$ cat config.mk
export PLATFORM = sky130hd
export DESIGN_NAME = sata_rx_dword_aligner_flat
export DESIGN_NICKNAME = d
export VERILOG_FILES = /design/src/rtl/sata_rx_dword_aligner_if.sv /design/src/rtl/sata_rx_dword_aligner.sv /design/src/flat_wrapper.sv
export SDC_FILE = /design/constraint.sdc
export NUM_CORES = 1
export LEC_CHECK = 0
export ABC_CLOCK_PERIOD_IN_PS = 2500
export CAP_MARGIN = 20
export CORE_MARGIN = 1.5
export CORE_UTILIZATION = 48
export CTS_CLUSTER_DIAMETER = 40
export CTS_CLUSTER_SIZE = 10
export DETAILED_ROUTE_END_ITERATION = 7
export HOLD_SLACK_MARGIN = 0.15
export MAX_ROUTING_LAYER = met4
export PLACE_DENSITY = 0.85
export REMOVE_ABC_BUFFERS = 1
export SYNTH_ARGS = -nofsm -noshare
export SYNTH_HDL_FRONTEND = slang
export SYNTH_SLANG_ARGS = --single-unit
$ cat constraint.sdc
create_clock -name clk -period 2.5 [get_ports clk]
set_clock_uncertainty 0.05 [all_clocks]
set_input_delay 0.25 -clock clk [delete_from_list [all_inputs] [get_ports clk]]
set_output_delay 0.25 -clock clk [all_outputs]
set_load 0.005 [all_outputs]
$ cat src/rtl/sata_rx_dword_aligner_if.sv
// Bus between the transceiver RX parallel interface, the aligner and the link layer.
interface sata_rx_dword_aligner_if;
  logic [31:0] rx_data;
  logic [3:0]  rx_datak;
  logic [3:0]  rx_disperr;
  logic [3:0]  rx_errdetect;
  logic [3:0]  rx_syncstatus;
  logic        rx_wa_patternalign;
  logic [31:0] out_data;
  logic [3:0]  out_datak;
  logic        out_valid;
  logic        out_err;
  logic        align_det;
  logic        aligned;

  modport master (
    output rx_data, rx_datak, rx_disperr, rx_errdetect, rx_syncstatus,
    input  rx_wa_patternalign, out_data, out_datak, out_valid, out_err, align_det, aligned
  );
  modport slave (
    input  rx_data, rx_datak, rx_disperr, rx_errdetect, rx_syncstatus,
    output rx_wa_patternalign, out_data, out_datak, out_valid, out_err, align_det, aligned
  );
endinterface

$ cat src/rtl/sata_rx_dword_aligner.sv
// Locates the byte rotation of the SATA ALIGN primitive in the rx_clkout stream,
// qualifies lock and re-emits dword-aligned data with K/error flags.

module sata_rx_align_win #(
  parameter int OFF = 0
) (
  input  logic [55:0] stream_data,
  input  logic [6:0]  stream_k,
  input  logic [6:0]  stream_err,
  output logic [31:0] win_data,
  output logic [3:0]  win_k,
  output logic        win_err,
  output logic        win_align
);
  assign win_data  = stream_data[OFF*8 +: 32];
  assign win_k     = stream_k[OFF +: 4];
  assign win_err   = |stream_err[OFF +: 4];
  assign win_align = (win_data == 32'h7B4A4ABC) && (win_k == 4'b0001) && !win_err;
endmodule

module sata_rx_dword_aligner #(
  parameter int ALIGN_LOCK_CNT = 3,
  parameter int ERR_LOSS_CNT   = 4,
  parameter int HUNT_TIMEOUT   = 1024
) (
  input logic                    clk,
  input logic                    reset_n,
  sata_rx_dword_aligner_if.slave bus
);
  localparam int NUM_OFF = 4;
  localparam logic [3:0]  LOCK_M1 = 4'(ALIGN_LOCK_CNT - 1);
  localparam logic [3:0]  LOSS_M1 = 4'(ERR_LOSS_CNT - 1);
  localparam logic [15:0] TMO_M1  = 16'(HUNT_TIMEOUT - 1);

  typedef enum logic [1:0] {HUNT, VERIFY, LOCKED} state_t;

  state_t      state;
  logic [31:0] prev_data;
  logic [3:0]  prev_k, prev_err;
  logic [1:0]  cand_off, act_off;
  logic [3:0]  cnt, err_cnt;
  logic [15:0] hunt_tmr;

  // Byte 7 of the 8-byte window is never part of any candidate.
  logic [55:0] stream_data;
  logic [6:0]  stream_k, stream_err;
  assign stream_data = {bus.rx_data[23:0], prev_data};
  assign stream_k    = {bus.rx_datak[2:0], prev_k};
  assign stream_err  = {bus.rx_disperr[2:0] | bus.rx_errdetect[2:0], prev_err};

  logic [NUM_OFF-1:0][31:0] win_data;
  logic [NUM_OFF-1:0][3:0]  win_k;
  logic [NUM_OFF-1:0]       win_err, win_align;

  for (genvar g = 0; g < NUM_OFF; g++) begin : g_win
    sata_rx_align_win #(.OFF(g)) u_win (
      .stream_data (stream_data),
      .stream_k    (stream_k),
      .stream_err  (stream_err),
      .win_data    (win_data[g]),
      .win_k       (win_k[g]),
      .win_err     (win_err[g]),
      .win_align   (win_align[g])
    );
  end

  logic [1:0] first_off;
  logic       any_match;
  always_comb begin
    first_off = '0;
    any_match = 1'b0;
    for (int i = NUM_OFF - 1; i >= 0; i--) begin
      if (win_align[i]) begin
        first_off = 2'(i);
        any_match = 1'b1;
      end
    end
  end

  logic sync_lost, loss_hit;
  assign sync_lost = (bus.rx_syncstatus == 4'b0000);
  assign loss_hit  = win_err[act_off] && (err_cnt >= LOSS_M1);

  always_ff @(posedge clk or negedge reset_n) begin
    if (!reset_n) begin
      state                  <= HUNT;
      prev_data              <= '0;
      prev_k                 <= '0;
      prev_err               <= '0;
      cand_off               <= '0;
      act_off                <= '0;
      cnt                    <= '0;
      err_cnt                <= '0;
      hunt_tmr               <= '0;
      bus.rx_wa_patternalign <= 1'b0;
      bus.out_data           <= '0;
      bus.out_datak          <= '0;
      bus.out_valid          <= 1'b0;
      bus.out_err            <= 1'b0;
      bus.align_det          <= 1'b0;
      bus.aligned            <= 1'b0;
    end else begin
      prev_data              <= bus.rx_data;
      prev_k                 <= bus.rx_datak;
      prev_err               <= bus.rx_disperr | bus.rx_errdetect;
      bus.out_data           <= win_data[act_off];
      bus.out_datak          <= win_k[act_off];
      bus.out_err            <= win_err[act_off];
      bus.align_det          <= (state == LOCKED) && win_align[act_off];
      bus.rx_wa_patternalign <= 1'b0;
      // Sync loss overrides everything; pulse only if the error limit coincides.
      if (sync_lost) begin
        state                  <= HUNT;
        cnt                    <= '0;
        err_cnt                <= '0;
        hunt_tmr               <= '0;
        bus.aligned            <= 1'b0;
        bus.out_valid          <= 1'b0;
        bus.rx_wa_patternalign <= (state == LOCKED) && loss_hit;
      end else begin
        case (state)
          HUNT: begin
            if (any_match) begin
              cand_off <= first_off;
              cnt      <= 4'd1;
              hunt_tmr <= '0;
              if (ALIGN_LOCK_CNT == 1) begin
                state         <= LOCKED;
                act_off       <= first_off;
                err_cnt       <= '0;
                bus.aligned   <= 1'b1;
                bus.out_valid <= 1'b1;
              end else begin
                state <= VERIFY;
              end
            end else if (hunt_tmr >= TMO_M1) begin
              bus.rx_wa_patternalign <= 1'b1;
              hunt_tmr               <= '0;
            end else begin
              hunt_tmr <= hunt_tmr + 16'd1;
            end
          end
          VERIFY: begin
            if (win_align[cand_off]) begin
              if (cnt != 4'hF) cnt <= cnt + 4'd1;
              if (cnt >= LOCK_M1) begin
                state         <= LOCKED;
                act_off       <= cand_off;
                err_cnt       <= '0;
                bus.aligned   <= 1'b1;
                bus.out_valid <= 1'b1;
              end
            end else if (any_match) begin
              cand_off <= first_off;
              cnt      <= 4'd1;
            end else if (win_err[cand_off]) begin
              state    <= HUNT;
              cnt      <= '0;
              hunt_tmr <= '0;
            end
          end
          LOCKED: begin
            if (win_err[act_off]) begin
              if (loss_hit) begin
                state                  <= HUNT;
                cnt                    <= '0;
                err_cnt                <= '0;
                hunt_tmr               <= '0;
                bus.aligned            <= 1'b0;
                bus.out_valid          <= 1'b0;
                bus.rx_wa_patternalign <= 1'b1;
              end else if (err_cnt != 4'hF) begin
                err_cnt <= err_cnt + 4'd1;
              end
            end else begin
              err_cnt <= '0;
            end
          end
          default: state <= HUNT;
        endcase
      end
    end
  end
endmodule

$ cat src/flat_wrapper.sv
// flat-port wrapper written by rule: the top's interface ports become plain ports
module sata_rx_dword_aligner_flat 
#(
  parameter int ALIGN_LOCK_CNT = 3,
  parameter int ERR_LOSS_CNT   = 4,
  parameter int HUNT_TIMEOUT   = 1024
)
  (clk, reset_n, bus_rx_data, bus_rx_datak, bus_rx_disperr, bus_rx_errdetect, bus_rx_syncstatus, bus_rx_wa_patternalign, bus_out_data, bus_out_datak, bus_out_valid, bus_out_err, bus_align_det, bus_aligned);
  sata_rx_dword_aligner_if bus_i ();
  input logic clk;
  input logic reset_n;
  input wire logic [$bits(bus_i.rx_data)-1:0] bus_rx_data;
  input wire logic [$bits(bus_i.rx_datak)-1:0] bus_rx_datak;
  input wire logic [$bits(bus_i.rx_disperr)-1:0] bus_rx_disperr;
  input wire logic [$bits(bus_i.rx_errdetect)-1:0] bus_rx_errdetect;
  input wire logic [$bits(bus_i.rx_syncstatus)-1:0] bus_rx_syncstatus;
  output wire logic [$bits(bus_i.rx_wa_patternalign)-1:0] bus_rx_wa_patternalign;
  output wire logic [$bits(bus_i.out_data)-1:0] bus_out_data;
  output wire logic [$bits(bus_i.out_datak)-1:0] bus_out_datak;
  output wire logic [$bits(bus_i.out_valid)-1:0] bus_out_valid;
  output wire logic [$bits(bus_i.out_err)-1:0] bus_out_err;
  output wire logic [$bits(bus_i.align_det)-1:0] bus_align_det;
  output wire logic [$bits(bus_i.aligned)-1:0] bus_aligned;
  assign bus_i.rx_data = bus_rx_data;
  assign bus_i.rx_datak = bus_rx_datak;
  assign bus_i.rx_disperr = bus_rx_disperr;
  assign bus_i.rx_errdetect = bus_rx_errdetect;
  assign bus_i.rx_syncstatus = bus_rx_syncstatus;
  assign bus_rx_wa_patternalign = bus_i.rx_wa_patternalign;
  assign bus_out_data = bus_i.out_data;
  assign bus_out_datak = bus_i.out_datak;
  assign bus_out_valid = bus_i.out_valid;
  assign bus_out_err = bus_i.out_err;
  assign bus_align_det = bus_i.align_det;
  assign bus_aligned = bus_i.aligned;
  sata_rx_dword_aligner #(.ALIGN_LOCK_CNT(ALIGN_LOCK_CNT), .ERR_LOSS_CNT(ERR_LOSS_CNT), .HUNT_TIMEOUT(HUNT_TIMEOUT)) u_core (.clk(clk), .reset_n(reset_n), .bus(bus_i));
endmodule
; ---- After elaboration in Yosys (flattened, before gate mapping)
; Cells that the tools add are included.
[op_classes]
n_mux = 69
reduce_logical = 31
n_lt_le_gt_ge = 5
bitwise_logic = 3
n_addsub = 3
eq_ne = 27
[ops]
columns = operator, n
row1 = $eq A32 B31 Y1 const B, 4
row2 = $mux W16, 8
row3 = $bmux W32 S2, 1
row4 = $mux W4, 15
row5 = $pmux W16 S3, 1
row6 = $mux W32, 1
row7 = $mux W2, 14
row8 = $mux W1, 18
row9 = $ne A3 B1 Y1 const B, 6
row10 = $reduce_and A6 Y1, 3
row11 = $add A16 B1 Y16 const B, 1
row12 = $eq A4 B1 Y1 const B, 4
row13 = $ge A16 B10 Y1 const B, 1
row14 = $reduce_or A4 Y1, 4
row15 = $ne A4 B4 Y1 const B, 3
row16 = $pmux W4 S3, 1
row17 = $logic_and A1 B1 Y1, 11
row18 = $add A4 B1 Y4 const B, 2
row19 = $bmux W1 S2, 4
row20 = $bmux W4 S2, 1
row21 = $ge A4 B2 Y1 const B, 2
row22 = $ne A4 B3 Y1 const B, 2
row23 = $pmux W4 S2, 1
row24 = $reduce_and A4 Y1, 2
row25 = 23 further kinds, 28
[word_totals]
wordCells = 153
ff_bits = 110
in_bits = 50
out_inout_bits = 41

; ---- Logic depth before layout (Yosys ltp)
[depth]
ltp_word = 12
mapped_depth = 10
ltp_nobuf = 9

; ---- Cells and area by module
; Synthesis repeated with hierarchy kept, for this count alone.
[hier_totals]
cells_unflattened = 527
area_unflattened_um2 = 6309.8
[by_module_without_submodules]
columns = module, seq_area_each_um2, area_per_inst_um2, cells_per_inst, instances
row1 = sata_rx_dword_aligner, 2752.6, 4733.3, 323, 1
row2 = sata_rx_align_win, 0.0, 394.1, 51, 4

; ---- Worst setup path after synthesis
; Ideal clock, no wire load.
[synth_path]
path_kind = flip-flop to flip-flop
startpoint = register u_core.prev_err[1]
endpoint = register u_core.cnt[2]
path_slack_ns = -0.220
path_buffers = 0
path_stages_with_launch = 9
arrival_ns = 2.601
period_less_slack_ns = 2.720
path_cell_list = dfrtp_1 -> or4_4 -> or4_4 -> nor2_2 -> o21ai_1 -> and2_4 -> a21o_1 -> or4_1 -> nand3b_1
[synth_via]
elab_chain_cells = 9
word_cells_on_any_way = 25
classes_between = eq/ne: 5 / mux: 12 / reduce/logical: 8
[synth_lines]
columns = item, line_no
row1 = "start, declared", sata_rx_dword_aligner.sv:39  ; logic [3:0] prev_k, prev_err;
row2 = "start signal, assigned", sata_rx_dword_aligner.sv:105  ; prev_err <= bus.rx_disperr | bus.rx_errdetect;
row3 = $reduce_or A4 Y1, sata_rx_dword_aligner.sv:17  ; assign win_err = |stream_err[OFF +: 4];
row4 = $logic_not A1 Y1, sata_rx_dword_aligner.sv:18  ; assign win_align = (win_data == 32'h7B4A4ABC) && (win_k == 4'b0001) && !win_err;
row5 = $logic_and A1 B1 Y1, sata_rx_dword_aligner.sv:18
row6 = $mux W1 (2 in a row), sata_rx_dword_aligner.sv:73  ; if (win_align[i]) begin
row7 = $mux W4, sata_rx_dword_aligner.sv:153  ; end else if (any_match) begin
row8 = $mux W4, sata_rx_dword_aligner.sv:144  ; if (win_align[cand_off]) begin
row9 = $pmux W4 S3, sata_rx_dword_aligner.sv:121  ; case (state)
row10 = $mux W4, sata_rx_dword_aligner.sv:112  ; if (sync_lost) begin
row11 = "end signal, assigned", sata_rx_dword_aligner.sv:145  ; if (cnt != 4'hF) cnt <= cnt + 4'd1;
row12 = "end, declared", sata_rx_dword_aligner.sv:41  ; logic [3:0] cnt, err_cnt;
; Several ways; a longest one is shown, not always the timed one. The select of a mux whose other input is x is not followed.
; A chain may end at the register's enable or synchronous reset.

; ---- Worst setup path after layout
[layout_path]
startpoint = register u_core.hunt_tmr[0]
endpoint = register u_core.hunt_tmr[6]
[layout_via]
elab_chain_cells = 5
word_cells_on_any_way = 6
classes_between = add/sub: 1 / order compare: 1 / mux: 4
[layout_lines]
columns = item, line_no
row1 = "start, declared", sata_rx_dword_aligner.sv:42  ; logic [15:0] hunt_tmr;
row2 = "start signal, assigned", sata_rx_dword_aligner.sv:140  ; hunt_tmr <= hunt_tmr + 16'd1;
row3 = $add A16 B1 Y16 / $ge A16 B10 Y1 (equally long branches), "sata_rx_dword_aligner.sv:140, sata_rx_dword_aligner.sv:136"
row4 = $mux W16 (*), sata_rx_dword_aligner.sv:136  ; end else if (hunt_tmr >= TMO_M1) begin
row5 = $mux W16 (*), sata_rx_dword_aligner.sv:123  ; if (any_match) begin
row6 = $pmux W16 S3 (*), sata_rx_dword_aligner.sv:121
row7 = $mux W16 (*), sata_rx_dword_aligner.sv:112
; Every way passes the cells marked *; elsewhere a longest branch is shown, timed or not.

==> impl_metrics.toml <==
[status]
status = "complete, but fails checks"
violations = "setup timing"

[job]
maxCapViolCount = 0

[grt]
grt_max_degree = 111
grt_pass1_vias = 4413
grt_usage_pct = 27.5
antenna_found_initial = 0
overflow = 0
grt_pass1_wl_um = 23100

[clock_network]
cts_buffer_depth = 2
cts_root_buffer = "clkbuf_8"
numCtsBuffers = 9
cts_tree = "yes"
clk_latency_ps = 390
clkSinkCount = 110
htree_levels = 3
path_clk_slew_ps = 100

[routing]
drt_iter0_markers = 454
viasPerCell = 6.38
drc = 0
firstDrtPassIters = 5
vias = 4702
ant_nets = 0
avgRoutedWirePerCell_um = 21.6
wl_um = 15900

[synthesis]
synth_top_flop_cell = "dfrtp_1"
synth-edff-count = 0
avgSynthCellArea_um2 = 12.7
netlist_area_um2 = 5280
synthCells = 416
synth_cell_types = 54
synth_warnings = 0
ys_seq_area_share_pct = 52.1
async_reset_ff_share_pct = 100
ys_seq_elements = 110

[timing]
min_period_over_period_pct = 118
rsz0062_at_grt = "yes"
tns_ps = -6740
hold_viol = 0
drv_slew = 0
max_freq_mhz = 339
fin_crit_ps = 2950
finalSetupViolations = 31
relSlewSlack_pct = 21.3
fin_ws_ps = -450
tightestPinTransition_ps = 1170

[power]
leakagePower_nw = 3.09
ir_drop_mv = 0.340
pwr_density_cell_nw_per_um2 = 571

[worst_setup_path]
r2r_setup_slack_ps = -450
timing.rr.end = "u_core.hunt_tmr[6]$_DFFE_PN0P_"
cp_slowest_cell = "nor3b_1"
r2r_start = "u_core.hunt_tmr[0]$_DFFE_PN0P_"
worstSetupPathType = "flip-flop to flip-flop"
path_cells = "ha_1 > nand3_1 > nor3_1 > a31oi_1 > nor3b_1 > nand3_2 > buf_12 > a31oi_1 > o21ai_1 > o41ai_2"
critPathMaxStageDelay_ps = 750
endpoint_kind = "flip-flop"
startpoint_type = "flip-flop"
worst-r2r-cell-count = 10
cp_common_cell = "a31oi_1"
cp.required_ps = 2740
crit_fanout = 9
cp_data_arrival_time_ps = 3190

[floorplan]
coreArea_um2 = 10800
row_count = 38
dieArea_um2 = 11600
io_pins = 91
die_w_um = 108
die_height_um = 108
initial_utilization_pct = 48.9

[placement]
dp_slack_ps = -546
io_buffer_count = 90
place.gp.congestion = 0.978
dpl_cell_area_um2 = 6950
dp_hpwl_um = 10400

[layout]
diodes = 0
drive_above_1_share_pct = 35.0
final_common_cell = "dfrtp_1"
final_cell_mix = "109 x dfrtp_1, 89 x clkdlybuf4s50_1, 77 x buf_4"
syn_to_final_growth_pct = 42.9
nFillCells = 699
finalNetCount = 649
post-route-cell-area_um2 = 7550
final_core_util_pct = 69.9

[worst_hold_path]
worst_hold_path.endpoint = "u_core.prev_data[26]$_DFF_PN0_"
min_path_type = "primary input to flip-flop"
hold_start = "bus_rx_data[26]"
hold_depth = 1
-- stage by stage --
stage                     instances  power [mW]  hold WS (ps)
after floorplan                 401        2.41         -95.6
after global placement          713        2.97           314
after detailed placement        713        3.00           322
after CTS                       734        4.00           225
after global routing            737        4.48           237
final                           737        4.31           234
-- routing by layer --
layer / track usage [%] / share of wire (%) / up-vias
li1: - / - / 1970
met1: 36.9 / 39 / 2347
met2: 40.6 / 47 / 317
met3: 5.93 / 9.9 / 68
met4: 12.3 / 4.0 / 0
met5: - / 0 / -
-- cell usage after synthesis (3+ instances only) --
master / count / area [um^2]
nand4bb_1: 5 / 56.3
nor4b_1: 6 / 52.6
or4_1: 6 / 45.0
nand2b_1: 5 / 31.3
o21ai_1: 14 / 70.1
nor4_1: 8 / 50.1
ha_1: 7 / 87.6
clkbuf_1: 10 / 37.5
and3_1: 6 / 37.5
inv_1: 12 / 45.0
nand4_1: 9 / 56.3
a21oi_1: 6 / 30.0
nor2b_1: 3 / 18.8
nor3b_1: 7 / 52.6
and2_1: 8 / 50.1
nand3_1: 11 / 55.1
nor2_1: 30 / 113
mux2i_1: 5 / 50.1
nor4bb_1: 5 / 50.1
mux2_1: 3 / 33.8
nand3b_1: 3 / 22.5
o31ai_1: 8 / 60.1
dfrtp_1: 110 / 2750
o21ai_0: 6 / 30.0
or2_2: 5 / 31.3
nand4b_1: 10 / 87.6
nor3_1: 8 / 40.0
a21o_1: 3 / 22.5
mux4_2: 37 / 833
o41ai_1: 4 / 35.0
nand2_1: 23 / 86.3
buf_1: 4 / 15.0
a31oi_1: 3 / 18.8
-- sequential cells by signal (all words and copies together) (netlist names) --
| register | cells |
|---|---|
| u_core.state | 2 |
| u_core.bus.rx_wa_patternalign | 1 |
| u_core.bus.out_err | 1 |
| u_core.bus.out_data | 32 |
| u_core.cand_off | 2 |
| u_core.bus.out_valid | 1 |
| u_core.act_off | 2 |
| u_core.prev_k | 4 |
| u_core.cnt | 4 |
| u_core.hunt_tmr | 16 |
| u_core.prev_data | 32 |
| u_core.bus.out_datak | 4 |
| u_core.bus.align_det | 1 |
| u_core.err_cnt | 4 |
| u_core.prev_err | 4 |
-- kinds of logic after synthesis --
| group | after synthesis | synth area share (%) |
|---|---|---|
| compound gates | 57 | 7.11 |
| mux | 45 | 17.4 |
| flops | 110 | 52.1 |
| simple gates | 170 | 19.8 |
| fa+ha+maj | 7 | 1.66 |
| buf+inv | 27 | 1.99 |
-- where the power goes --
part / switching [mW] / internal (mW)
registers: 0.101 / 1.88
clock network: 0.619 / 0.366
logic: 0.676 / 0.665
total: 1.40 / 2.91
-- critical path, delay by kind of cell (launching register included) --
family                   cells  cell delay [ps]
flip-flops                   1              450
adder cells (fa/ha/maj)      1              270
AND/OR/NAND/NOR              4             1280
buffers and inverters        1              190
AO/OA/AOI/OAI                4              610
-- area by class of cell --
| type | instances | area, um^2 | area share [%] |
|---|---|---|---|
| multi-input combinational | 279 | 2740 | 36.3 |
| inverter | 12 | 45.0 | 0.597 |
| clock buffer | 11 | 131 | 1.74 |
| timing repair buffer | 180 | 1670 | 22.1 |
| tap | 140 | 175 | 2.32 |
| sequential | 110 | 2750 | 36.5 |
| clock inverter | 5 | 35.0 | 0.464 |
-- worst max-delay path by stage --
stage,from,endpoint,slack (ps)
after global routing,u_core.hunt_tmr[0]$_DFFE_PN0P_,u_core.hunt_tmr[6]$_DFFE_PN0P_,-540
after CTS,u_core.prev_err[0]$_DFF_PN0_,u_core.err_cnt[0]$_DFFE_PN0P_,-180
after detailed placement,bus_rx_data[13],u_core.cand_off[0]$_DFFE_PN0P_,-550
after floorplan,u_core.act_off[0]$_DFFE_PN0P_,u_core.cnt[2]$_DFFE_PN0P_,-730
final,u_core.hunt_tmr[0]$_DFFE_PN0P_,u_core.hunt_tmr[6]$_DFFE_PN0P_,-450
after global placement,bus_rx_data[3],u_core.cnt[2]$_DFFE_PN0P_,-480
-- what timing repair did --
| item | in CTS | in global routing |
|---|---|---|
| hold endpoints to repair | 110 | 0 |
| setup buffers | 4 | 4 |
| endpoints found under the setup margin | 31 | 31 |
| resized for setup | 28 | 58 |
| hold buffers | 1 | 0 |
| pin swaps | 20 | 22 |
| cloned | 0 | 2 |
(Power assumes the default switching activity.)
